--- src/rtl/decode_pipe_if.sv ---
// decode_pipe_if: fetch-side, execute-side and writeback signals of the decode stage
interface decode_pipe_if #(
   parameter int XLEN      = 32,
   parameter int RF_AWIDTH = 5
);
   logic                 in_valid;
   logic                 in_ready;
   logic [31:0]          in_instr;
   logic [XLEN-1:0]      in_pc;
   logic                 flush;
   logic                 wb_valid;
   logic [RF_AWIDTH-1:0] wb_rd;
   logic                 out_valid;
   logic                 out_ready;
   logic [3:0]           out_class;
   logic [RF_AWIDTH-1:0] out_rs1;
   logic [RF_AWIDTH-1:0] out_rs2;
   logic [RF_AWIDTH-1:0] out_rd;
   logic                 out_rd_we;
   logic [XLEN-1:0]      out_imm;
   logic [2:0]           out_funct3;
   logic [6:0]           out_funct7;
   logic [XLEN-1:0]      out_pc;
   modport master (
      output in_valid, in_instr, in_pc, flush, wb_valid, wb_rd, out_ready,
      input  in_ready, out_valid, out_class, out_rs1, out_rs2, out_rd, out_rd_we,
             out_imm, out_funct3, out_funct7, out_pc
   );
   modport slave (
      input  in_valid, in_instr, in_pc, flush, wb_valid, wb_rd, out_ready,
      output in_ready, out_valid, out_class, out_rs1, out_rs2, out_rd, out_rd_we,
             out_imm, out_funct3, out_funct7, out_pc
   );
endinterface

--- src/rtl/decode_pipe.sv ---
// decode_pipe: registered RV32 decode stage with valid/ready, flush and a pending-write scoreboard
module decode_pipe #(
   parameter int XLEN       = 32,
   parameter int RF_AWIDTH  = 5,
   parameter bit ENABLE_AMO = 1
) (
   input logic          clk,
   input logic          rst,
   decode_pipe_if.slave bus
);
   localparam logic [3:0] C_ALUR = 4'd0, C_ALUI = 4'd1, C_LOAD = 4'd2, C_STORE = 4'd3,
                          C_BRANCH = 4'd4, C_LUI = 4'd5, C_AUIPC = 4'd6, C_JAL = 4'd7,
                          C_JALR = 4'd8, C_SYSTEM = 4'd9, C_AMO = 4'd10, C_ILLEGAL = 4'd15;
   // one bit per class code: which classes read rs1/rs2 and write rd unconditionally
   localparam logic [15:0] RS1_MASK = 16'h051F, RS2_MASK = 16'h0419, RD_MASK = 16'h05E7;
   localparam int NREG = 2 ** RF_AWIDTH;

   typedef struct packed {
      logic [3:0]           cls;
      logic [RF_AWIDTH-1:0] rs1;
      logic [RF_AWIDTH-1:0] rs2;
      logic [RF_AWIDTH-1:0] rd;
      logic                 we;
      logic [XLEN-1:0]      imm;
      logic [2:0]           f3;
      logic [6:0]           f7;
      logic [XLEN-1:0]      pc;
   } dec_t;

   dec_t            dec, out_q;
   logic            out_valid_q, out_valid_d;
   logic [NREG-1:0] busy_q, busy_d;
   logic            rs1_rd, rs2_rd, hazard, accept;
   logic [31:0]     ins;

   assign ins = bus.in_instr;

   always_comb begin
      dec.rs1 = RF_AWIDTH'(ins[19:15]);
      dec.rs2 = RF_AWIDTH'(ins[24:20]);
      dec.rd  = RF_AWIDTH'(ins[11:7]);
      dec.f3  = ins[14:12];
      dec.f7  = ins[31:25];
      dec.pc  = bus.in_pc;
      case (ins[6:0])
         7'b0110011: dec.cls = C_ALUR;
         7'b0010011: dec.cls = C_ALUI;
         7'b0000011: dec.cls = C_LOAD;
         7'b0100011: dec.cls = C_STORE;
         7'b1100011: dec.cls = C_BRANCH;
         7'b0110111: dec.cls = C_LUI;
         7'b0010111: dec.cls = C_AUIPC;
         7'b1101111: dec.cls = C_JAL;
         7'b1100111: dec.cls = C_JALR;
         7'b1110011: dec.cls = C_SYSTEM;
         7'b0101111: dec.cls = (ENABLE_AMO && ins[14:12] == 3'b010) ? C_AMO : C_ILLEGAL;
         default:    dec.cls = C_ILLEGAL;
      endcase
      case (dec.cls)
         C_ALUI, C_LOAD, C_JALR, C_SYSTEM: dec.imm = XLEN'($signed(ins[31:20]));
         C_STORE:      dec.imm = XLEN'($signed({ins[31:25], ins[11:7]}));
         C_BRANCH:     dec.imm = XLEN'($signed({ins[31], ins[7], ins[30:25], ins[11:8], 1'b0}));
         C_LUI, C_AUIPC: dec.imm = XLEN'($signed({ins[31:12], 12'b0}));
         C_JAL:        dec.imm = XLEN'($signed({ins[31], ins[19:12], ins[20], ins[30:21], 1'b0}));
         default:      dec.imm = '0;
      endcase
      rs1_rd = RS1_MASK[dec.cls] || (dec.cls == C_SYSTEM && !ins[14]);
      rs2_rd = RS2_MASK[dec.cls];
      dec.we = (RD_MASK[dec.cls] || (dec.cls == C_SYSTEM && ins[14:12] != 3'b0)) && dec.rd != '0;
      hazard = (rs1_rd && busy_q[dec.rs1]) || (rs2_rd && busy_q[dec.rs2]) || (dec.we && busy_q[dec.rd]);
   end

   assign bus.in_ready = !rst && !bus.flush && !hazard && (!out_valid_q || bus.out_ready);
   assign accept       = bus.in_valid && bus.in_ready;

   always_comb begin
      busy_d = busy_q;
      if (bus.flush && out_valid_q && out_q.we) busy_d[out_q.rd] = 1'b0;
      if (bus.wb_valid && bus.wb_rd != '0) busy_d[bus.wb_rd] = 1'b0;
      if (accept && dec.we) busy_d[dec.rd] = 1'b1;
      out_valid_d = bus.flush ? 1'b0 : accept ? 1'b1 : bus.out_ready ? 1'b0 : out_valid_q;
   end

   always_ff @(posedge clk) begin
      if (rst) begin
         out_valid_q <= 1'b0;
         busy_q      <= '0;
         out_q       <= '0;
      end else begin
         out_valid_q <= out_valid_d;
         busy_q      <= busy_d;
         if (accept) out_q <= dec;
      end
   end

   assign bus.out_valid  = out_valid_q;
   assign bus.out_class  = out_q.cls;
   assign bus.out_rs1    = out_q.rs1;
   assign bus.out_rs2    = out_q.rs2;
   assign bus.out_rd     = out_q.rd;
   assign bus.out_rd_we  = out_q.we;
   assign bus.out_imm    = out_q.imm;
   assign bus.out_funct3 = out_q.f3;
   assign bus.out_funct7 = out_q.f7;
   assign bus.out_pc     = out_q.pc;
endmodule

--- src/flat_wrapper.sv ---
// flat-port wrapper written by rule: the top's interface ports become plain ports
module decode_pipe_flat 
#(
   parameter int XLEN       = 32,
   parameter int RF_AWIDTH  = 5,
   parameter bit ENABLE_AMO = 1
)
  (clk, rst, bus_in_valid, bus_in_instr, bus_in_pc, bus_flush, bus_wb_valid, bus_wb_rd, bus_out_ready, bus_in_ready, bus_out_valid, bus_out_class, bus_out_rs1, bus_out_rs2, bus_out_rd, bus_out_rd_we, bus_out_imm, bus_out_funct3, bus_out_funct7, bus_out_pc);
  decode_pipe_if #(.XLEN(XLEN), .RF_AWIDTH(RF_AWIDTH)) bus_i ();
  input logic clk;
  input logic rst;
  input wire logic [$bits(bus_i.in_valid)-1:0] bus_in_valid;
  input wire logic [$bits(bus_i.in_instr)-1:0] bus_in_instr;
  input wire logic [$bits(bus_i.in_pc)-1:0] bus_in_pc;
  input wire logic [$bits(bus_i.flush)-1:0] bus_flush;
  input wire logic [$bits(bus_i.wb_valid)-1:0] bus_wb_valid;
  input wire logic [$bits(bus_i.wb_rd)-1:0] bus_wb_rd;
  input wire logic [$bits(bus_i.out_ready)-1:0] bus_out_ready;
  output wire logic [$bits(bus_i.in_ready)-1:0] bus_in_ready;
  output wire logic [$bits(bus_i.out_valid)-1:0] bus_out_valid;
  output wire logic [$bits(bus_i.out_class)-1:0] bus_out_class;
  output wire logic [$bits(bus_i.out_rs1)-1:0] bus_out_rs1;
  output wire logic [$bits(bus_i.out_rs2)-1:0] bus_out_rs2;
  output wire logic [$bits(bus_i.out_rd)-1:0] bus_out_rd;
  output wire logic [$bits(bus_i.out_rd_we)-1:0] bus_out_rd_we;
  output wire logic [$bits(bus_i.out_imm)-1:0] bus_out_imm;
  output wire logic [$bits(bus_i.out_funct3)-1:0] bus_out_funct3;
  output wire logic [$bits(bus_i.out_funct7)-1:0] bus_out_funct7;
  output wire logic [$bits(bus_i.out_pc)-1:0] bus_out_pc;
  assign bus_i.in_valid = bus_in_valid;
  assign bus_i.in_instr = bus_in_instr;
  assign bus_i.in_pc = bus_in_pc;
  assign bus_i.flush = bus_flush;
  assign bus_i.wb_valid = bus_wb_valid;
  assign bus_i.wb_rd = bus_wb_rd;
  assign bus_i.out_ready = bus_out_ready;
  assign bus_in_ready = bus_i.in_ready;
  assign bus_out_valid = bus_i.out_valid;
  assign bus_out_class = bus_i.out_class;
  assign bus_out_rs1 = bus_i.out_rs1;
  assign bus_out_rs2 = bus_i.out_rs2;
  assign bus_out_rd = bus_i.out_rd;
  assign bus_out_rd_we = bus_i.out_rd_we;
  assign bus_out_imm = bus_i.out_imm;
  assign bus_out_funct3 = bus_i.out_funct3;
  assign bus_out_funct7 = bus_i.out_funct7;
  assign bus_out_pc = bus_i.out_pc;
  decode_pipe #(.XLEN(XLEN), .RF_AWIDTH(RF_AWIDTH), .ENABLE_AMO(ENABLE_AMO)) u_core (.clk(clk), .rst(rst), .bus(bus_i));
endmodule
--- config.mk ---
export PLATFORM = sky130hd
export DESIGN_NAME = decode_pipe_flat
export DESIGN_NICKNAME = d
export VERILOG_FILES = /design/src/rtl/decode_pipe_if.sv /design/src/rtl/decode_pipe.sv /design/src/flat_wrapper.sv
export SDC_FILE = /design/constraint.sdc
export NUM_CORES = 1
export LEC_CHECK = 0
export CAP_MARGIN = 20
export CORE_MARGIN = 2
export CORE_UTILIZATION = 30
export CTS_CLUSTER_SIZE = 10
export DETAILED_ROUTE_END_ITERATION = 8
export GPL_ROUTABILITY_DRIVEN = 0
export PLACE_DENSITY_LB_ADDON = 0.3
export SETUP_SLACK_MARGIN = 0.4
export SLEW_MARGIN = 20
export SYNTH_ARGS = -nofsm -noshare
export SYNTH_HDL_FRONTEND = slang
export SYNTH_SLANG_ARGS = --single-unit
--- constraint.sdc ---
create_clock -name clk -period 3.4 [get_ports clk]
set_input_delay 0.51 -clock clk [delete_from_list [all_inputs] [get_ports clk]]
set_output_delay 0.51 -clock clk [all_outputs]
set_load 0.03 [all_outputs]
==> results.sh <==
export IMPL_ant_nets=0
export IMPL_p_leak_nw=4.72
export IMPL_crit_fanout=5
export IMPL_synthMuxAreaShare_pct=21.4
export IMPL_synth_cells=758
export IMPL_fin_crit_ns=3.32
export IMPL_die_h_um=159
export IMPL_netlist_area_um2=7200
export IMPL_grt_pass1_wl_um=39500
export IMPL_seq_area_frac_synth_pct=35.3
export IMPL_dieArea_um2=25300
export IMPL_synth_edf_count=0
export IMPL_port_buffers=170
export IMPL_ys_ff_latch=127
export IMPL_cts_hold_buf=0
export IMPL_synth_area_per_cell_um2=9.50
export IMPL_rsz0062_at_grt="true"
export IMPL_drv_cap=0
export IMPL_drt_initial_drc_count=610
export IMPL_cts_root_buf="clkbuf_16"
export IMPL_synth_nets=839
export IMPL_drive_above_1_share_pct=30.5
export IMPL_hold_class="input pin to flop"
export IMPL_yosys_area_share_simple_pct=22.6
export IMPL_hold_viol_final=0
export IMPL_startpoint_type="input pin"
export IMPL_drt_met1_wl_um=10700
export IMPL_dp_hpwl_um=17000
export IMPL_start_util_pct=30.6
export IMPL_grt_pass1_vias=6847
export IMPL_wl_met2_um=12700
export IMPL_area_delta_synth_final_pct=59.5
export IMPL_ioPinCount=171
export IMPL_yosys_warnings=0
export IMPL_viasPerCell=5.23
export IMPL_remaining_drc_errors=0
export IMPL_cts_buffers=17
export IMPL_clk_pin_slew_ns=0.06
export IMPL_synth_area_leaders="dfxtp_1 (35%), mux2_2 (9.7%), mux2i_1 (6.7%)"
export IMPL_yosysTopAreaCellShare_pct=35.3
export IMPL_synth_area_leader_cell="dfxtp_1"
export IMPL_holdWs_ns=0.449
export IMPL_grt_total_usage_pct=19.9
export IMPL_powerDensity_nw_per_um2=403
export IMPL_required_ns=2.89
export IMPL_ir_drop_mv=0.226
export IMPL_tightestPinTransition_ns=0.831
export IMPL_finalSetupTns_ns=0
export IMPL_dpl_cell_count=1268
export IMPL_yosys_most_used_dff="dfxtp_1"
export IMPL_end_kind="primary output"
export IMPL_vias=7023
export IMPL_clk_latency_ns=0.42
export IMPL_synth_compound_area_share_pct=14.4
export IMPL_setup_violations_final=0
export IMPL_grt_ovfl_total=0
export IMPL_antennaDiodeCount=0
export IMPL_dr_max_layer_used="met4"
export IMPL_skew_ns=0.0119
export IMPL_fillCellCount=2195
export IMPL_yosysUniqueCellTypes=59
export IMPL_fin_area_um2=11500
export IMPL_die_w_um=159
export IMPL_wl_met3_um=1600
export IMPL_drt_first_pass_iters=6
export IMPL_wl_um=25700
export IMPL_status="finished clean"
export IMPL_ys_async_sr_fraction_pct=0
export IMPL_stdcell_count=1343
export IMPL_cts_buffer_depth=2
export IMPL_core_um2=23500
export IMPL_place_area_um2=9950
export IMPL_fmax_mhz=301
export IMPL_synth_top_family_by_area="simple AND/OR/NAND/NOR gates"
export IMPL_fin_crit_sh_pct=97.6
export IMPL_htreeDepth=4
export IMPL_cts_tree="built"
export IMPL_synth_xor_area_share_pct=0.365
export IMPL_final_util_pct=48.8
export IMPL_num_rows=56
export IMPL_cp_arrival_ns=2.81
export IMPL_cts_num_sinks=127
export IMPL_wire_per_inst_um=19.2
export IMPL_critPathKind="input pin to primary output"
export IMPL_grt_max_degree=74
export IMPL_antenna_found_initial=0
export IMPL_slew_violations=0
export IMPL_nets=1092
export IMPL_slew_headroom_pct=44.6
export IMPL_synth_adder_area_share_pct=1.04
[metal layers]
metal | vias up | track usage, %
li1 | 3322 | -
met1 | 3379 | 24.8
met2 | 277 | 34.0
met3 | 45 | 4.14
met4 | 0 | 7.19
met5 | - | 0
[area by class of cell]
class                      count  area, um2  area share [%]
tap                          319        399            3.47
timing repair buffer         297       3190            27.8
clock inverter                11        129            1.12
clock buffer                  21        460            4.01
sequential                   127       2540            22.1
multi-input combinational    554       4710            41.0
inverter                      14       55.1           0.479
[repair_timing]
item / 4_1_cts / 5_1_grt
setup buffers: 17 / 11
setup endpoints to repair: 127 / 127
cloned: 13 / 2
pin swaps: 25 / 19
gates resized for setup: 95 / 18
[kinds of logic after synthesis]
| family | after synthesis |
|---|---|
| and+or+nand+nor | 293 |
| DFF | 127 |
| AOI/OAI and AO/OA | 126 |
| muxes | 126 |
| buffers and inverters | 77 |
| adders and majority gates | 6 |
| xor gates and xnor gates | 3 |
[registers in the layout, indices dropped and copies added, names as in the netlist, 3 cells and up]
signal,count
u_core.bus.out_rs1,5
u_core.bus.out_class,4
u_core.bus.out_pc,32
u_core.bus.out_rs2,5
u_core.bus.out_funct3,3
u_core.bus.out_imm,32
u_core.bus.out_funct7,7
u_core.bus.out_rd,5
u_core.busy_q,32
[placed cells by master, fill, tap and decap left out, types with 6 or more instances in the layout]
cell,synthesis,layout
and2_1,16,15
and3b_1,7,7
o2111ai_1,17,17
mux4_2,16,16
nand2_1,84,83
clkbuf_16,0,19
o41ai_2,10,26
nand3_1,19,17
nor2b_1,66,66
mux2_2,62,62
o21ai_0,14,13
buf_6,3,10
mux2i_1,48,48
o22ai_1,8,7
nor3b_1,9,8
buf_12,0,15
nand3b_1,12,12
nor3_1,6,6
buf_16,0,15
a22oi_1,10,9
a21oi_1,15,15
nor2_1,18,16
buf_4,6,87
dfxtp_1,127,127
inv_1,13,11
clkdlybuf4s50_1,0,157
nand4_1,17,17
nand2b_1,19,17
[where the power goes]
group / internal [mW] / switching [mW] / total (mW) / leakage, nW
sequential: 1.57 / 0.0412 / 1.61 / 1.04
clock: 1.13 / 0.714 / 1.84 / 0.285
combinational: 0.604 / 0.579 / 1.18 / 3.40
total: 3.30 / 1.33 / 4.64 / 4.72
[synth_stat cells, drive strengths merged, types with 13 or more instances]
| library cell | n |
|---|---|
| nand4 | 17 |
| dfxtp | 127 |
| nand3 | 19 |
| a21oi | 15 |
| mux4 | 16 |
| o2111ai | 17 |
| o21ai | 14 |
| nand2 | 84 |
| o41ai | 31 |
| clkbuf | 33 |
| and2 | 16 |
| buf | 30 |
| mux2i | 48 |
| nor2 | 18 |
| inv | 13 |
| nor2b | 66 |
| mux2 | 62 |
| nand2b | 19 |
[per-stage QoR]
stage / setup WS [ns] / total power, mW
finish: 0.0817 / 4.64
global route: -0.00146 / 4.80
CTS: 0.108 / 4.63
detailed placement: -0.580 / 2.63
global placement: -0.540 / 2.62
floorplan: 0.211 / 2.20
[worst max-delay path: stages]
cell and delay, ns:
buf_6 0.07, buf_6 0.10, and4b_1 0.22, buf_4 0.11, nand2b_4 0.12, nand3_4 0.07
nand3_4 0.09, inv_4 0.06, buf_6 0.12, ha_4 0.15, a211o_1 0.30, a311oi_2 0.33
a211oi_2 0.13, buf_4 0.16, nor2_4 0.13, buf_12 0.13
[final timing paths]
| check | cells after the start | from | end | slack (ns) |
|---|---|---|---|---|
| max | 16 | bus_in_instr[6] | bus_in_ready | 0.08 |
| min reg2reg | 2 | u_core.bus.out_class[1] | u_core.bus.out_class[1] | 0.46 |
| min | 3 | rst | u_core.bus.out_valid | 0.45 |
| max reg2reg | 9 | u_core.busy_q[11] | u_core.bus.out_rd[3] | 0.47 |
(Power assumes the default switching activity.)
